$ cat src/rtl/config_seq_pkg.sv
// Shared types and field widths for the configuration sequencer and its payload buffer.
package config_seq_pkg;

    typedef enum logic [2:0] {
        S_IDLE,
        S_DRAIN,
        S_HDR_ID,
        S_HDR_LEN,
        S_LOAD,
        S_BURST,
        S_GAP,
        S_DONE
    } state_t;

    localparam int ID_W   = 8;
    localparam int LEN_W  = 8;
    localparam int DATA_W = 8;

    localparam logic [ID_W-1:0] DEFAULT_IDLE_ID = 8'hFF;

endpackage

$ cat src/rtl/config_byte_buffer.sv
// Payload store for one record: written in arrival order, read back in the same order.
module config_byte_buffer
    import config_seq_pkg::*;
#(
    parameter int DEPTH = 32
) (
    input  logic              clk,
    input  logic              reset,
    input  logic              clr,
    input  logic              wr_en,
    input  logic [DATA_W-1:0] wr_data,
    input  logic              rd_en,
    output logic [DATA_W-1:0] rd_data
);

    localparam int PTR_W = $clog2(DEPTH + 1);
    localparam int IDX_W = (DEPTH > 1) ? $clog2(DEPTH) : 1;

    logic [PTR_W-1:0]  wr_ptr_q, wr_ptr_d;
    logic [PTR_W-1:0]  rd_ptr_q, rd_ptr_d;
    logic [DATA_W-1:0] mem_q [DEPTH];
    logic [DEPTH-1:0]  wr_sel;
    logic [IDX_W-1:0]  rd_idx;

    generate
        for (genvar gi = 0; gi < DEPTH; gi++) begin : g_wr_sel
            assign wr_sel[gi] = wr_en && (wr_ptr_q == PTR_W'(gi));
        end
    endgenerate

    assign rd_idx = rd_ptr_q[IDX_W-1:0];

    always_comb begin
        wr_ptr_d = wr_ptr_q;
        rd_ptr_d = rd_ptr_q;
        if (wr_en && (wr_ptr_q != PTR_W'(DEPTH)))
            wr_ptr_d = wr_ptr_q + PTR_W'(1);
        if (rd_en && (rd_ptr_q != PTR_W'(DEPTH)))
            rd_ptr_d = rd_ptr_q + PTR_W'(1);
    end

    // A byte written this cycle is forwarded so a one-byte record can start its burst immediately.
    always_comb begin
        rd_data = '0;
        if (wr_en && (wr_ptr_q == rd_ptr_q))
            rd_data = wr_data;
        else if (rd_ptr_q < PTR_W'(DEPTH))
            rd_data = mem_q[rd_idx];
    end

    always_ff @(posedge clk) begin
        if (reset || clr) begin
            wr_ptr_q <= '0;
            rd_ptr_q <= '0;
            for (int i = 0; i < DEPTH; i++)
                mem_q[i] <= '0;
        end else begin
            wr_ptr_q <= wr_ptr_d;
            rd_ptr_q <= rd_ptr_d;
            for (int i = 0; i < DEPTH; i++)
                if (wr_sel[i])
                    mem_q[i] <= wr_data;
        end
    end

endmodule

$ cat src/rtl/config_sequencer.sv
// Turns a host byte stream of {id, len, payload} records into contiguous per-block config bursts.
module config_sequencer
    import config_seq_pkg::*;
#(
    parameter int               MAX_CHAINS   = 4,
    parameter int               MAX_PAYLOAD  = 32,
    parameter int               DRAIN_CYCLES = 4,
    parameter logic [ID_W-1:0]  IDLE_ID      = DEFAULT_IDLE_ID
) (
    input  logic              clk,
    input  logic              reset,
    input  logic              tracing_req,
    input  logic              in_valid,
    input  logic [7:0]        in_data,
    output logic              in_ready,
    output logic              tracing,
    output logic [ID_W-1:0]   configId,
    output logic [DATA_W-1:0] configData,
    output logic              busy,
    output logic              done,
    output logic              error
);

    generate
        if (MAX_PAYLOAD < 5 * MAX_CHAINS || DRAIN_CYCLES < 1) begin : g_param_check
            $error("config_sequencer: MAX_PAYLOAD must be >= 5*MAX_CHAINS and DRAIN_CYCLES >= 1");
        end
    endgenerate

    state_t             state_q, state_d;
    logic               tracing_q, tracing_d;
    logic               in_ready_q, in_ready_d;
    logic [ID_W-1:0]    config_id_q, config_id_d;
    logic [DATA_W-1:0]  config_data_q, config_data_d;
    logic               busy_q, busy_d;
    logic               done_q, done_d;
    logic               error_q, error_d;
    logic [ID_W-1:0]    target_id_q, target_id_d;
    logic [LEN_W-1:0]   len_q, len_d;
    logic [LEN_W-1:0]   cnt_q, cnt_d;

    logic               accept;
    logic               buf_clr, buf_wr_en, buf_rd_en;
    logic [DATA_W-1:0]  buf_rd_data;

    assign accept = in_valid && in_ready_q;

    config_byte_buffer #(
        .DEPTH (MAX_PAYLOAD)
    ) u_buffer (
        .clk     (clk),
        .reset   (reset),
        .clr     (buf_clr),
        .wr_en   (buf_wr_en),
        .wr_data (in_data),
        .rd_en   (buf_rd_en),
        .rd_data (buf_rd_data)
    );

    // Outputs are registered from the next state, so each flop already shows the value for the state it enters.
    always_comb begin
        state_d       = state_q;
        error_d       = error_q;
        target_id_d   = target_id_q;
        len_d         = len_q;
        cnt_d         = cnt_q;
        buf_clr       = 1'b0;
        buf_wr_en     = 1'b0;
        buf_rd_en     = 1'b0;
        config_id_d   = IDLE_ID;
        config_data_d = '0;

        case (state_q)
            S_IDLE: begin
                if (in_valid && !tracing_req) begin
                    state_d = S_DRAIN;
                    error_d = 1'b0;
                    cnt_d   = '0;
                end
            end
            S_DRAIN: begin
                if (cnt_q == LEN_W'(DRAIN_CYCLES - 1)) begin
                    state_d = S_HDR_ID;
                    cnt_d   = '0;
                end else begin
                    cnt_d = cnt_q + 8'd1;
                end
            end
            S_HDR_ID: begin
                buf_clr = 1'b1;
                if (accept) begin
                    if (in_data == IDLE_ID) begin
                        state_d = S_DONE;
                    end else begin
                        target_id_d = in_data;
                        state_d     = S_HDR_LEN;
                    end
                end
            end
            S_HDR_LEN: begin
                if (accept) begin
                    if (in_data == '0) begin
                        state_d = S_HDR_ID;
                    end else if (in_data > LEN_W'(MAX_PAYLOAD)) begin
                        error_d = 1'b1;
                        state_d = S_DONE;
                    end else begin
                        len_d   = in_data;
                        cnt_d   = '0;
                        state_d = S_LOAD;
                    end
                end
            end
            S_LOAD: begin
                if (accept) begin
                    buf_wr_en = 1'b1;
                    if (cnt_q == len_q - 8'd1) begin
                        state_d       = S_BURST;
                        cnt_d         = '0;
                        buf_rd_en     = 1'b1;
                        config_id_d   = target_id_q;
                        config_data_d = buf_rd_data;
                    end else begin
                        cnt_d = cnt_q + 8'd1;
                    end
                end
            end
            S_BURST: begin
                if (cnt_q == len_q - 8'd1) begin
                    state_d = S_GAP;
                    cnt_d   = '0;
                end else begin
                    cnt_d         = cnt_q + 8'd1;
                    buf_rd_en     = 1'b1;
                    config_id_d   = target_id_q;
                    config_data_d = buf_rd_data;
                end
            end
            S_GAP:   state_d = S_HDR_ID;
            S_DONE:  state_d = S_IDLE;
            default: state_d = S_IDLE;
        endcase

        tracing_d  = (state_d == S_IDLE) && tracing_req;
        in_ready_d = (state_d == S_HDR_ID) || (state_d == S_HDR_LEN) || (state_d == S_LOAD);
        busy_d     = (state_d != S_IDLE);
        done_d     = (state_d == S_DONE);
    end

    always_ff @(posedge clk) begin
        if (reset) begin
            state_q       <= S_IDLE;
            tracing_q     <= 1'b0;
            in_ready_q    <= 1'b0;
            config_id_q   <= IDLE_ID;
            config_data_q <= '0;
            busy_q        <= 1'b0;
            done_q        <= 1'b0;
            error_q       <= 1'b0;
            target_id_q   <= '0;
            len_q         <= '0;
            cnt_q         <= '0;
        end else begin
            state_q       <= state_d;
            tracing_q     <= tracing_d;
            in_ready_q    <= in_ready_d;
            config_id_q   <= config_id_d;
            config_data_q <= config_data_d;
            busy_q        <= busy_d;
            done_q        <= done_d;
            error_q       <= error_d;
            target_id_q   <= target_id_d;
            len_q         <= len_d;
            cnt_q         <= cnt_d;
        end
    end

    assign in_ready   = in_ready_q;
    assign tracing    = tracing_q;
    assign configId   = config_id_q;
    assign configData = config_data_q;
    assign busy       = busy_q;
    assign done       = done_q;
    assign error      = error_q;

endmodule

$ cat config.mk
export PLATFORM = sky130hd
export DESIGN_NAME = config_sequencer
export DESIGN_NICKNAME = d
export VERILOG_FILES = /design/src/rtl/config_seq_pkg.sv /design/src/rtl/config_byte_buffer.sv /design/src/rtl/config_sequencer.sv
export SDC_FILE = /design/constraint.sdc
export NUM_CORES = 1
export LEC_CHECK = 0
export CAP_MARGIN = 5
export CORE_UTILIZATION = 50
export DETAILED_ROUTE_END_ITERATION = 8
export DONT_BUFFER_PORTS = 1
export PLACE_DENSITY = 0.68
export RECOVER_POWER = 100
export REMOVE_ABC_BUFFERS = 1
export SETUP_SLACK_MARGIN = 0.3
export SLEW_MARGIN = 25
export SYNTH_ARGS = -nofsm -noshare
export SYNTH_HDL_FRONTEND = slang
export SYNTH_HIERARCHICAL = 1
export SYNTH_SLANG_ARGS = --single-unit
$ cat constraint.sdc
create_clock -name clk -period 2.3 [get_ports clk]
set_input_delay 0.23 -clock clk [delete_from_list [all_inputs] [get_ports clk]]
set_output_delay 0.23 -clock clk [all_outputs]
set_load 0.02 [all_outputs]
Yosys cells after proc, flatten, opt, wreduce, memory -nomap -nowiden. Memory sizes are Yosys's and may differ from the RTL's. A register that Yosys moved wholly into a read port is not among the register bits. Index checks and enable logic that the tools add are counted.

Memories kept: 1. Bits of input ports: 12. Latch bits: 0. ROM bits: 0. Memory bits (writable): 256. Word-level logic and storage cells: 335. Register bits: 60.

Memories: u_buffer.mem_q (words 32, width 8, read ports 1, clocked after Yosys merged registers in 1, wr ports 32, line config_byte_buffer.sv:21) `logic [DATA_W-1:0] mem_q [DEPTH];`.

Add/subtract/negate cells: 4. Multiplexer cells: 173. Bitwise gates (word level): 35. $mul: 0. Shifts and indexed selects: 0. Equality and inequality tests: 54. $lt $le $gt $ge: 2. Div/mod/pow operators: 0. Reductions and logical operators: 53.

Operators by type and width (count): 2-to-1 mux 8 bit (47); 2-to-1 mux 1 bit (108); == test 6 x 5 -> 1 bit (second input constant) (16); == test 6 x 4 -> 1 bit (second input constant) (8); one-hot mux 8 bit (5 select lines) (1); logical AND 1 bit (38); bitwise OR 1 bit (32); one-hot mux 8 bit (2 select lines) (2); 2-to-1 mux 3 bit (9); == test 6 x 3 -> 1 bit (second input constant) (4); one-hot mux 3 bit (8 select lines) (1); == test 3 bit (second input constant) (6); adder 6 x 1 -> 6 bit (second input constant) (2); == test 3 x 2 -> 1 bit (second input constant) (4); == test 6 x 2 -> 1 bit (second input constant) (2); inequality test 2 bit (second input constant) (6); inequality test 6 bit (second input constant) (2); 2-to-1 mux 5 bit (2); adder 8 x 1 -> 8 bit (second input constant) (1); == test 8 x 2 -> 1 bit (second input constant) (1); == test 8 bit (1); == test 8 bit (second input constant) (1); > comparator 8 x 6 -> 1 bit (second input constant) (1); zero test 8 bit (1); 19 further kinds (25).

Logic depth before layout (Yosys ltp). Gate-level depths: netlist of run 1.

Depth in word-level cells: 8. Depth in mapped cells: 13. Depth with buffers taken out: 12.

Modules after synthesis. Netlist of run 1, hierarchy kept.

By module, submodules not included: config_byte_buffer (area an instance 11850.1 um^2, instances 1, cells an instance 804, sequential area each 8027.7 um^2); config_sequencer (area an instance 2337.2 um^2, instances 1, cells an instance 256, sequential area each 960.9 um^2).

Worst setup path after synthesis of run 1. Ideal clock, no wire load.

Path kind: reg2reg. From: register state_q[2]. To: memory u_buffer.mem_q[30][0] (enable). Data required time: 1.916 ns. Library setup time: 0.384 ns. Arrival time: 2.160 ns. Clock period less this slack: 2.544 ns. Buffers on the path: 2. Slack: -0.244 ns. Cell stages (with the launch flop): 7. Path through: dfxtp_1 clkbuf_1 nand2b_1 nor3_1 clkbuf_1 nand3_1 o21ai_0.

RTL lines: start, declared (line config_sequencer.sv:30) `state_t state_q, state_d;`; start signal, assigned (line config_sequencer.sv:164) `state_q <= state_d;`; end, declared (line config_byte_buffer.sv:21).

Worst setup path after layout of run 1.
From: register len_q[0]. To: register u_buffer.rd_ptr_q[3].

Longest elaborated chain between the ends: 6. Elaborated cells between the ends (all ways): 7. Classes of those cells: add/sub: 1; eq/ne: 1; mux: 4; reduce/logical: 1.

Ends and longest elaborated chain: start, declared (line config_sequencer.sv:39) `logic [LEN_W-1:0] len_q, len_d;`; start signal, assigned (line config_sequencer.sv:173) `len_q <= len_d;`; subtractor 8 x 1 -> 8 bit * (line config_sequencer.sv:117, config_sequencer.sv:129); == test 8 bit * (line config_sequencer.sv:117, config_sequencer.sv:129); 2-to-1 mux 1 bit (line config_sequencer.sv:117) `if (cnt_q == len_q - 8'd1) begin`; 2-to-1 mux 1 bit (line config_sequencer.sv:115) `if (accept) begin`; one-hot mux 1 bit (2 select lines) * (line config_sequencer.sv:73) `case (state_q)`; net buf_rd_en (line config_sequencer.sv:43) `logic buf_clr, buf_wr_en, buf_rd_en;`; logical AND 1 bit * (line config_byte_buffer.sv:38) `if (rd_en && (rd_ptr_q != PTR_W'(DEPTH)))`; end signal, assigned (line config_byte_buffer.sv:59) `rd_ptr_q <= rd_ptr_d;`; end, declared (line config_byte_buffer.sv:20) `logic [PTR_W-1:0] rd_ptr_q, rd_ptr_d;`.

Mark *: on every way through the listed nets, which the timed path passes. The rest lies on a longest branch. A chain may end at the register's enable or synchronous reset.

==> results of run 1 <==
[metal layers]
layer | vias to the layer above | routed length [um] | GRT usage, %
met1 | 4714 | 15000 | 32.9
met4 | 0 | 1070 | 9.13
met2 | 366 | 17200 | 40.7
met5 | - | 0 | 0
li1 | 4258 | - | -
met3 | 74 | 2890 | 5.12
[kinds of logic after synthesis]
kind of cell    Yosys count  synth area share, %
simple gates            383                 12.6
flops                   321                 63.4
compound gates          122                 6.46
mux                     116                 12.4
buf+inv                  87                 3.08
xor+xnor                 23                 1.42
fa+ha+maj                 8                0.706
[synthesized netlist by cell type, drive strengths merged (2+ instances only)]
master   count  area (um2)
edfxtp     256        7690
a211o        3        26.3
a31oi        8        50.1
mux4        40         980
dfxtp       65        1300
or2          7        43.8
nor3b       13        97.6
inv         25        93.8
or4          3        26.3
a31o         6        52.6
o311ai       2        17.5
nor2       191         719
xor2        13         114
nor3        13        86.3
and4         2        17.5
nor2b       15        93.8
a21oi       14        70.1
clkbuf      37         139
mux2        13         146
a221oi      13         114
nand2       64         240
o21ai       17        96.3
buf         25         204
o31a         3        26.3
o41ai        8        70.1
nand2b      14        87.6
nand3       24         125
ha           8         100
a22oi       17         128
mux2i       63         631
nor4         7        43.8
a2bb2oi      3        26.3
or3         14        92.6
a311oi       2        17.5
a221o        2        20.0
and2         3        18.8
a211oi      12        95.1
xnor2       10        87.6
nand4        8        50.1
o21bai       2        15.0
o31ai        2        15.0
and3         2        17.5
[final cells by class]
class,instances,area [um2]
flip-flops and latches,321,9000
repair buffers,168,1350
clock buffers,51,1000
well taps,378,473
inverters,25,113
clock inverters,8,41.3
fillers,2144,10700
multi-input cells,652,5140
[stage by stage]
step	instances	setup slack, ns
2_1_floorplan	998	-1.38
3_3_place_gp	1506	-0.132
3_5_place_dp	1506	-0.126
4_1_cts	1588	-0.0175
5_1_grt	1603	-0.164
6_report	1603	-0.0634
[cells in the final DEF (no fill, tap or decap), drive strengths merged, types with 14 or more instances in the layout]
cell type / instances
a21oi: 14
a22oi: 17
buf: 130
clkbuf: 78
dfxtp: 65
edfxtp: 256
inv: 21
mux2i: 63
mux4: 40
nand2: 64
nand2b: 14
nand3: 24
nor2: 191
nor2b: 15
o21ai: 17
or3: 14
[how the worst max path moves through the flow]
stage                                                   end  depth (start not counted)  slack (ns)                   from
after global routing                               register                         13       -0.16  len_q[0]$_SDFFE_PP0P_
after CTS                 u_buffer/rd_ptr_q[3]$_SDFFE_PP0P_                         12       -0.02  len_q[0]$_SDFFE_PP0P_
after global placement             configData[6]$_SDFF_PP0_                          6       -0.13               register
after floorplan                    configData[3]$_SDFF_PP0_                          5       -1.38               register
final                     u_buffer/rd_ptr_q[3]$_SDFFE_PP0P_                         12       -0.06  len_q[0]$_SDFFE_PP0P_
after detailed placement                           register                         12       -0.13  len_q[0]$_SDFFE_PP0P_
[worst register-to-register path: cells and delay by family, from the launching register on]
family,cells,cell delay (ns)
AND/OR/NAND/NOR,2,0.24
flip-flops,1,0.32
AO/OA/AOI/OAI,4,1.01
multiplexers,1,0.18
buffers and inverters,3,0.22
adder cells (fa/ha/maj),1,0.17
XOR/XNOR,1,0.14
[state kept, by name, summed over array words and instances (netlist names), named ones only]
register,cells
target_id_q,8
configData,8
cnt_q,8
len_q,8
configId,8
error,1
busy,1
u_buffer/mem_q,256
done,1
tracing,1
u_buffer/wr_ptr_q,6
u_buffer/rd_ptr_q,6
in_ready,1
state_q,3
[power by group through the flow]
stage | combinational (uW) | sequential, uW | clock (uW)
2_1_floorplan | 326 | 6730 | 0
3_3_place_gp | 562 | 6750 | 0
3_5_place_dp | 576 | 6760 | 0
4_1_cts | 626 | 6640 | 5230
5_1_grt | 699 | 6660 | 5470
6_report | 657 | 6640 | 5160
[repair_timing]
action	in CTS	in global routing
buffers inserted	21	4
pin swaps	28	18
gates cloned	1	0
hold buffers	1	11
endpoints found under the setup margin	370	402
gates resized for setup	113	30
hold endpoints to repair	43	42
==> results.md, run 1 <==
- Vias after detailed routing: 9412
- FF-to-FF path depth: 12
- Register bit total from synthesis: 321
- 1st-pass router iterations: 5
- WP buf/inv: 3
- Placer Congestion: 0.908
- Clock power frac: 41.4%
- GR Overflow Total: 0
- First-pass GRT wire length: 53.6 mm
- CTS tree: built
- Leak: 0.00603 uW
- Layout cells sized above 1: 27.1%
- Slew margin rel.: 34.9%
- Final Core Density: 61.5%
- Crit Path Max Fanout: 5
- Core ar.: 0.0279 mm2
- Critical path class: reg -> reg
- Num rows: 61
- Post-layout minimum cycle time: 2.36 ns
- EDFF count, synth: 256
- Synth Instances: 1060
- # Max-Cap Violations: 0
- Port bufs: 0
- CP max-delay cell: a211o_1
- Nets: 1223
- Tot Pwr: 12500 uW
- Pwr Density: 727 mW/mm2
- Num CTS Buffers: 35
- Reg2reg start: len_q[0]$_SDFFE_PP0P_
- Netlist cell types: 70
- Async set-reset flop share out of synthesis: 0%
- NetSw: 2650 uW
- DR WL/cell: 22.6 um
- Final setup margin: -0.0634 ns
- Critical path's top delay family: compound AO/OA/AOI/OAI gates
- Hpwl dp: 23.5 mm
- Final setup violating endpoints: 9
- Fmax: 423 MHz
- Clock sink total: 321
- Worst clock skew: 0.0236 ns
- # IOs: 33
- Hold Path Depth: 3
- Unrepaired setup endpoints after global routing: yes
- Worst reg2reg path endpoint: u_buffer/rd_ptr_q[3]$_SDFFE_PP0P_
- Initial antenna violation count: 0
- DR vias/cell: 5.87
- Worst min path class: in -> reg
- Hold path startpoint: in_data[5]
- Area after DPL: 0.0154 mm2
- Avg Cell Area, Syn: 13.4 um2
- Synth warn: 6
- Slew Limit Fails: 0
- Final instance area: 0.0171 mm2
- Worst Path Required: 2.71 ns
- Setup_tns: -0.306 ns
- Htree depth: 2
- Clock Latency Late Sink: 0.51 ns
- DR iter-0 viols: 916
- CP Launch Type: register
- Endpoint, Worst Hold: configData[5]$_SDFF_PP0_
- Tcrit/Tclk final: 103%
- Post-Route WL: 36.2 mm
- Crit-path cells: inv_1, ha_4, nand2_1, o31ai_2, o2111ai_2, a211o_1, mux2i_2, inv_2, inv_2, a211o_1, xor2_1, nor2_1
- Sequential share of power: 53.3%
- Outcome: finished with violations
- Pin count of the biggest net entering global routing: 49
- Final Hold Fails: 0
- Least-Margin Pin Slew: 0.964 ns
- CP max stage delay: 0.35 ns
- Starting Density: 50.9%
- Vias in the first global route: 9262
- Clk pin slew, worst setup/hold paths: 0.07 ns
- GRT Total Usage: 24.9%
- DRC viols: 0
- Sequential fraction of the synthesis area: 63.4%
- Reg2reg setup slack: -0.06 ns
- Area Overhead vs Synth: 20.7%
- Mapped cell area: 0.0142 mm2
- Max clock buf depth: 3
- Die area: 0.0291 mm2
- Inserted Diodes: 0
- Failing checks: negative setup slack
- Routed Antenna Nets: 0
- Die Wd: 170 um
- Comb power frac: 5.3%
- Hold WS: 0.00425 ns
- CTS root buffer: clkbuf_16
- Vert. Die Dim: 170 um
- Maximum vdd drop: 0.491 mV
- Worst EP arrival: 2.77 ns
- Worst Setup End Kind: register
- Int Power: 9800 uW
- Switching share of power: 21.3%
- Ys flop type: edfxtp_1
Note: power is estimated with default switching activity, not from simulation.
==> run 2: changes to the inputs <==
SYNTH_HIERARCHICAL = unset   (was 1)
==> run 2 against run 1 <==
The flow still finishes with violations (negative setup slack). Clock-buffer cell count did not move. Critical endpoint is now cnt_q[6]$_SDFFE_PP0P_. Via count fell by 8.3%. Critical path type unchanged. Highest routed layer unchanged. Flip-flop and latch count did not move. Fmax fell by 0.74%. Wire length fell by 9.8%.
==> results.md, run 2 <==
- # IOs: 33 (unchanged)
- Sequential share of power: 53.3% (about the same)
- Hold Path Depth: 3 (unchanged)
- Ys flop type: edfxtp_1
- Die area: 0.0284 mm2 (-2.3%)
- Synth area leader: edfxtp_1
- Nets: 1116 (-8.7%)
- Top cell type's share of synthesized area: 55.5% (+1.3 points)
- Final setup violating endpoints: 32 (+23)
- Worst Setup End Kind: register
- Worst clock skew: 0.0199 ns (-0.00368 ns)
- Area Overhead vs Synth: 21.2%
- Avg Cell Area, Syn: 14.1 um2 (+5.4%)
- Post-layout minimum cycle time: 2.38 ns (+0.0176 ns)
- Final setup margin: -0.0810 ns (-0.0176 ns)
- Area after DPL: 0.0149 mm2 (-2.8%)
- Core ar.: 0.0271 mm2 (-2.7%)
- Critical path class: reg -> reg
- Pwr Density: 738 mW/mm2 (+1.5%)
- Top post-synthesis cells by area: edfxtp_1 55%, mux4_2 13%, dfxtp_1 9.4%
- Vias after detailed routing: 8630 (-8.3%)
- CP Launch Type: register
- Crit Path Max Fanout: 4 (-1)
- Synth top cells by count: 256 x edfxtp_1, 194 x nor2_1, 89 x nand2_1
- Post-Route WL: 32.7 mm (-9.8%)
- Htree depth: 2 (unchanged)
- Inserted Diodes: 0 (unchanged)
- Register bit total from synthesis: 321 (unchanged)
- Clock sink total: 321 (unchanged)
- Outcome: finished with violations
- NetSw: 2620 uW (-0.94%)
- Starting Density: 51.1% (+0.20 points)
- Netlist cell types: 58 (-17%)
- # Max-Cap Violations: 0 (unchanged)
- Unrepaired setup endpoints after global routing: yes
- Vias in the first global route: 8555 (-7.6%)
- Least-Margin Pin Slew: 0.896 ns (-0.0676 ns)
- GRT Total Usage: 23.6% (-1.3 points)
- Port bufs: 0 (unchanged)
- Most frequent cell after synthesis: edfxtp_1
- Biggest register: u_buffer.mem_q
- Setup_tns: -1.20 ns (-0.894 ns)
- Switching share of power: 21.2% (-0.11 points)
- Filler Cell Count: 1947 (-9.2%)
- CTS root buffer: clkbuf_16
- Commonest non-fill, non-tap cells in the layout: 256 x edfxtp_1, 191 x nor2_1, 80 x mux4_2
- Pin count of the biggest net entering global routing: 37 (-24%)
- CP max-delay cell: dfxtp_4
- Clk pin slew, worst setup/hold paths: 0.06 ns (about the same)
- Hpwl dp: 21.0 mm (-11%)
- Maximum vdd drop: 0.455 mV (-7.4%)
- Largest register FFs: 256 (unchanged)
- Commonest non-fill, non-tap cell in the layout: edfxtp_1
- Worst EP arrival: 2.77 ns (about the same)
- EDFF count, synth: 256 (unchanged)
- DR WL/cell: 21.9 um (-3.0%)
- Tcrit/Tclk final: 104% (+0.76 points)
- DRC viols: 0 (unchanged)
- FF-to-FF path depth: 11 (-1)
- Hold path startpoint: in_valid
- Num CTS Buffers: 34 (-2.9%)
- Final instance area: 0.0168 mm2 (-1.9%)
- Sequential fraction of the synthesis area: 64.9% (+1.5 points)
- Comb power frac: 4.7% (-0.6 points)
- Worst Path Required: 2.69 ns (-0.02 ns)
- Worst reg2reg path endpoint: cnt_q[6]$_SDFFE_PP0P_
- Leak: 0.00586 uW (-2.8%)
- 1st-pass router iterations: 7 (+2)
- Final Hold Fails: 0 (unchanged)
- Vert. Die Dim: 168 um (-1.2%)
- Initial antenna violation count: 0 (unchanged)
- Mapped cell area: 0.0139 mm2 (-2.3%)
- Endpoint, Worst Hold: target_id_q[0]$_SDFFE_PP0P_
- DR iter-0 viols: 815 (-11%)
- Slew Limit Fails: 0 (unchanged)
- WP buf/inv: 5 (+2)
- Clock power frac: 41.9% (+0.5 points)
- CTS tree: built
- Worst min path class: in -> reg
- Die Wd: 168 um (-1.2%)
- Int Power: 9770 uW (-0.31%)
- Async set-reset flop share out of synthesis: 0% (unchanged)
- Slew margin rel.: 39.9% (+5.0 points)
- Num rows: 60 (-1.6%)
- Final Core Density: 62.0% (+0.49 points)
- Synth Instances: 982 (-7.4%)
- Layout cells sized above 1: 29.5% (+2.4 points)
- Synth warn: 0 (-6)
- Cell mode on critical path: buf_4
- Reg2reg setup slack: -0.08 ns (-0.02 ns)
- Clock Latency Late Sink: 0.53 ns (+0.02 ns)
- Placer Congestion: 0.848 (-6.5%)
- DR vias/cell: 5.79 (-1.4%)
- Routed Antenna Nets: 0 (unchanged)
- Crit-path cells: nor4_4, buf_4, a311oi_2, buf_4, a2111oi_4, buf_4, buf_6, a311oi_4, buf_4, nor2_4, nor3_1
- GR Overflow Total: 0 (unchanged)
- Fmax: 420 MHz (-0.74%)
- Max clock buf depth: 3 (unchanged)
- Critical path's top delay family: buffers and inverters
- CP max stage delay: 0.36 ns (about the same)
- Failing checks: negative setup slack
- First-pass GRT wire length: 50.2 mm (-6.4%)
- Reg2reg start: len_q[3]$_SDFFE_PP0P_
[run 2: cell types whose count changed after synthesis, sizes merged, moves of 10 or more]
| cell | before | now |
|---|---|---|
| mux2i | 63 | 17 |
| mux4 | 40 | 80 |
| nand2 | 64 | 89 |
| a221oi | 13 | 0 |
| or3 | 14 | 3 |
| buf | 25 | 15 |
[run 2: timing repair]
action                                 CTS  global route
setup endpoints to repair              193           370
gates cloned                             4             0
hold buffers                            12             1
buffers inserted                         8            11
endpoints found under the hold margin   57             8
pin swaps                               28            23
gates resized for setup                 72            42
[run 2: worst register-to-register path, cell delays in order (launching register included)]
cell and delay [ns]:
dfxtp_4 0.36, nor4_4 0.34, buf_4 0.18, a311oi_2 0.08, buf_4 0.15, a2111oi_4 0.32, buf_4 0.21, buf_6 0.11
a311oi_4 0.10, buf_4 0.18, nor2_4 0.16, nor3_1 0.07
[run 2: cell families (layout without fill, tap and decap cells)]
| group | after synthesis | after routing | synth area share (%) |
|---|---|---|---|
| flops | 321 | 321 | 64.9 |
| simple gates | 372 | 372 | 11.8 |
| compound gates | 79 | 79 | 4.12 |
| xor+xnor | 21 | 21 | 1.33 |
| fa+ha+maj | 8 | 8 | 0.722 |
| buf+inv | 76 | 213 | 2.24 |
| mux | 105 | 105 | 14.9 |
[run 2: worst max path at each step]
stage	from	end	slack, ns	cells after the start
after floorplan	register	configData[2]$_SDFF_PP0_	-2.10	5
after global placement	len_q[0]$_SDFFE_PP0P_	cnt_q[4]$_SDFFE_PP0P_	-0.19	12
after detailed placement	len_q[0]$_SDFFE_PP0P_	u_buffer.rd_ptr_q[2]$_SDFFE_PP0N_	-0.23	11
after CTS	len_q[1]$_SDFFE_PP0P_	register	-0.09	12
after global routing	len_q[1]$_SDFFE_PP0P_	cnt_q[6]$_SDFFE_PP0P_	-0.17	13
final	len_q[3]$_SDFFE_PP0P_	cnt_q[6]$_SDFFE_PP0P_	-0.08	11
[run 2: per-layer routing]
metal	routed length (um)	global-route usage [%]
met5	0	0
met4	692	5.77
met1	13200	31.2
met3	2420	4.93
met2	16300	40.2
[run 2: metrics by stage]
stage	hold WS, ns	total power [uW]	setup WS [ns]	instances
detailed placement	0.308	7250	-0.233	1396
global route	0.0634	12700	-0.173	1491
finish	0.0270	12400	-0.0810	1491
global placement	0.305	7230	-0.189	1396
CTS	0.0109	12500	-0.0852	1479
floorplan	0.299	7010	-2.10	928
[run 2: final cells by class]
| class | instances | area [um2] | share of cell area, % |
|---|---|---|---|
| timing repair buffer | 132 | 1280 | 7.62 |
| clock buffer | 51 | 966 | 5.75 |
| clock inverter | 8 | 82.6 | 0.492 |
| tap | 372 | 465 | 2.77 |
| sequential | 321 | 9000 | 53.6 |
| inverter | 22 | 82.6 | 0.492 |
| multi-input combinational | 585 | 4910 | 29.3 |
[run 2: power by group through the flow]
| stage | clock network [uW] | registers (uW) | logic (uW) |
|---|---|---|---|
| final | 5200 | 6610 | 589 |
| after global routing | 5460 | 6630 | 629 |
| after CTS | 5280 | 6610 | 574 |
| after detailed placement | 0 | 6730 | 517 |
| after global placement | 0 | 6720 | 508 |
| after floorplan | 0 | 6710 | 295 |
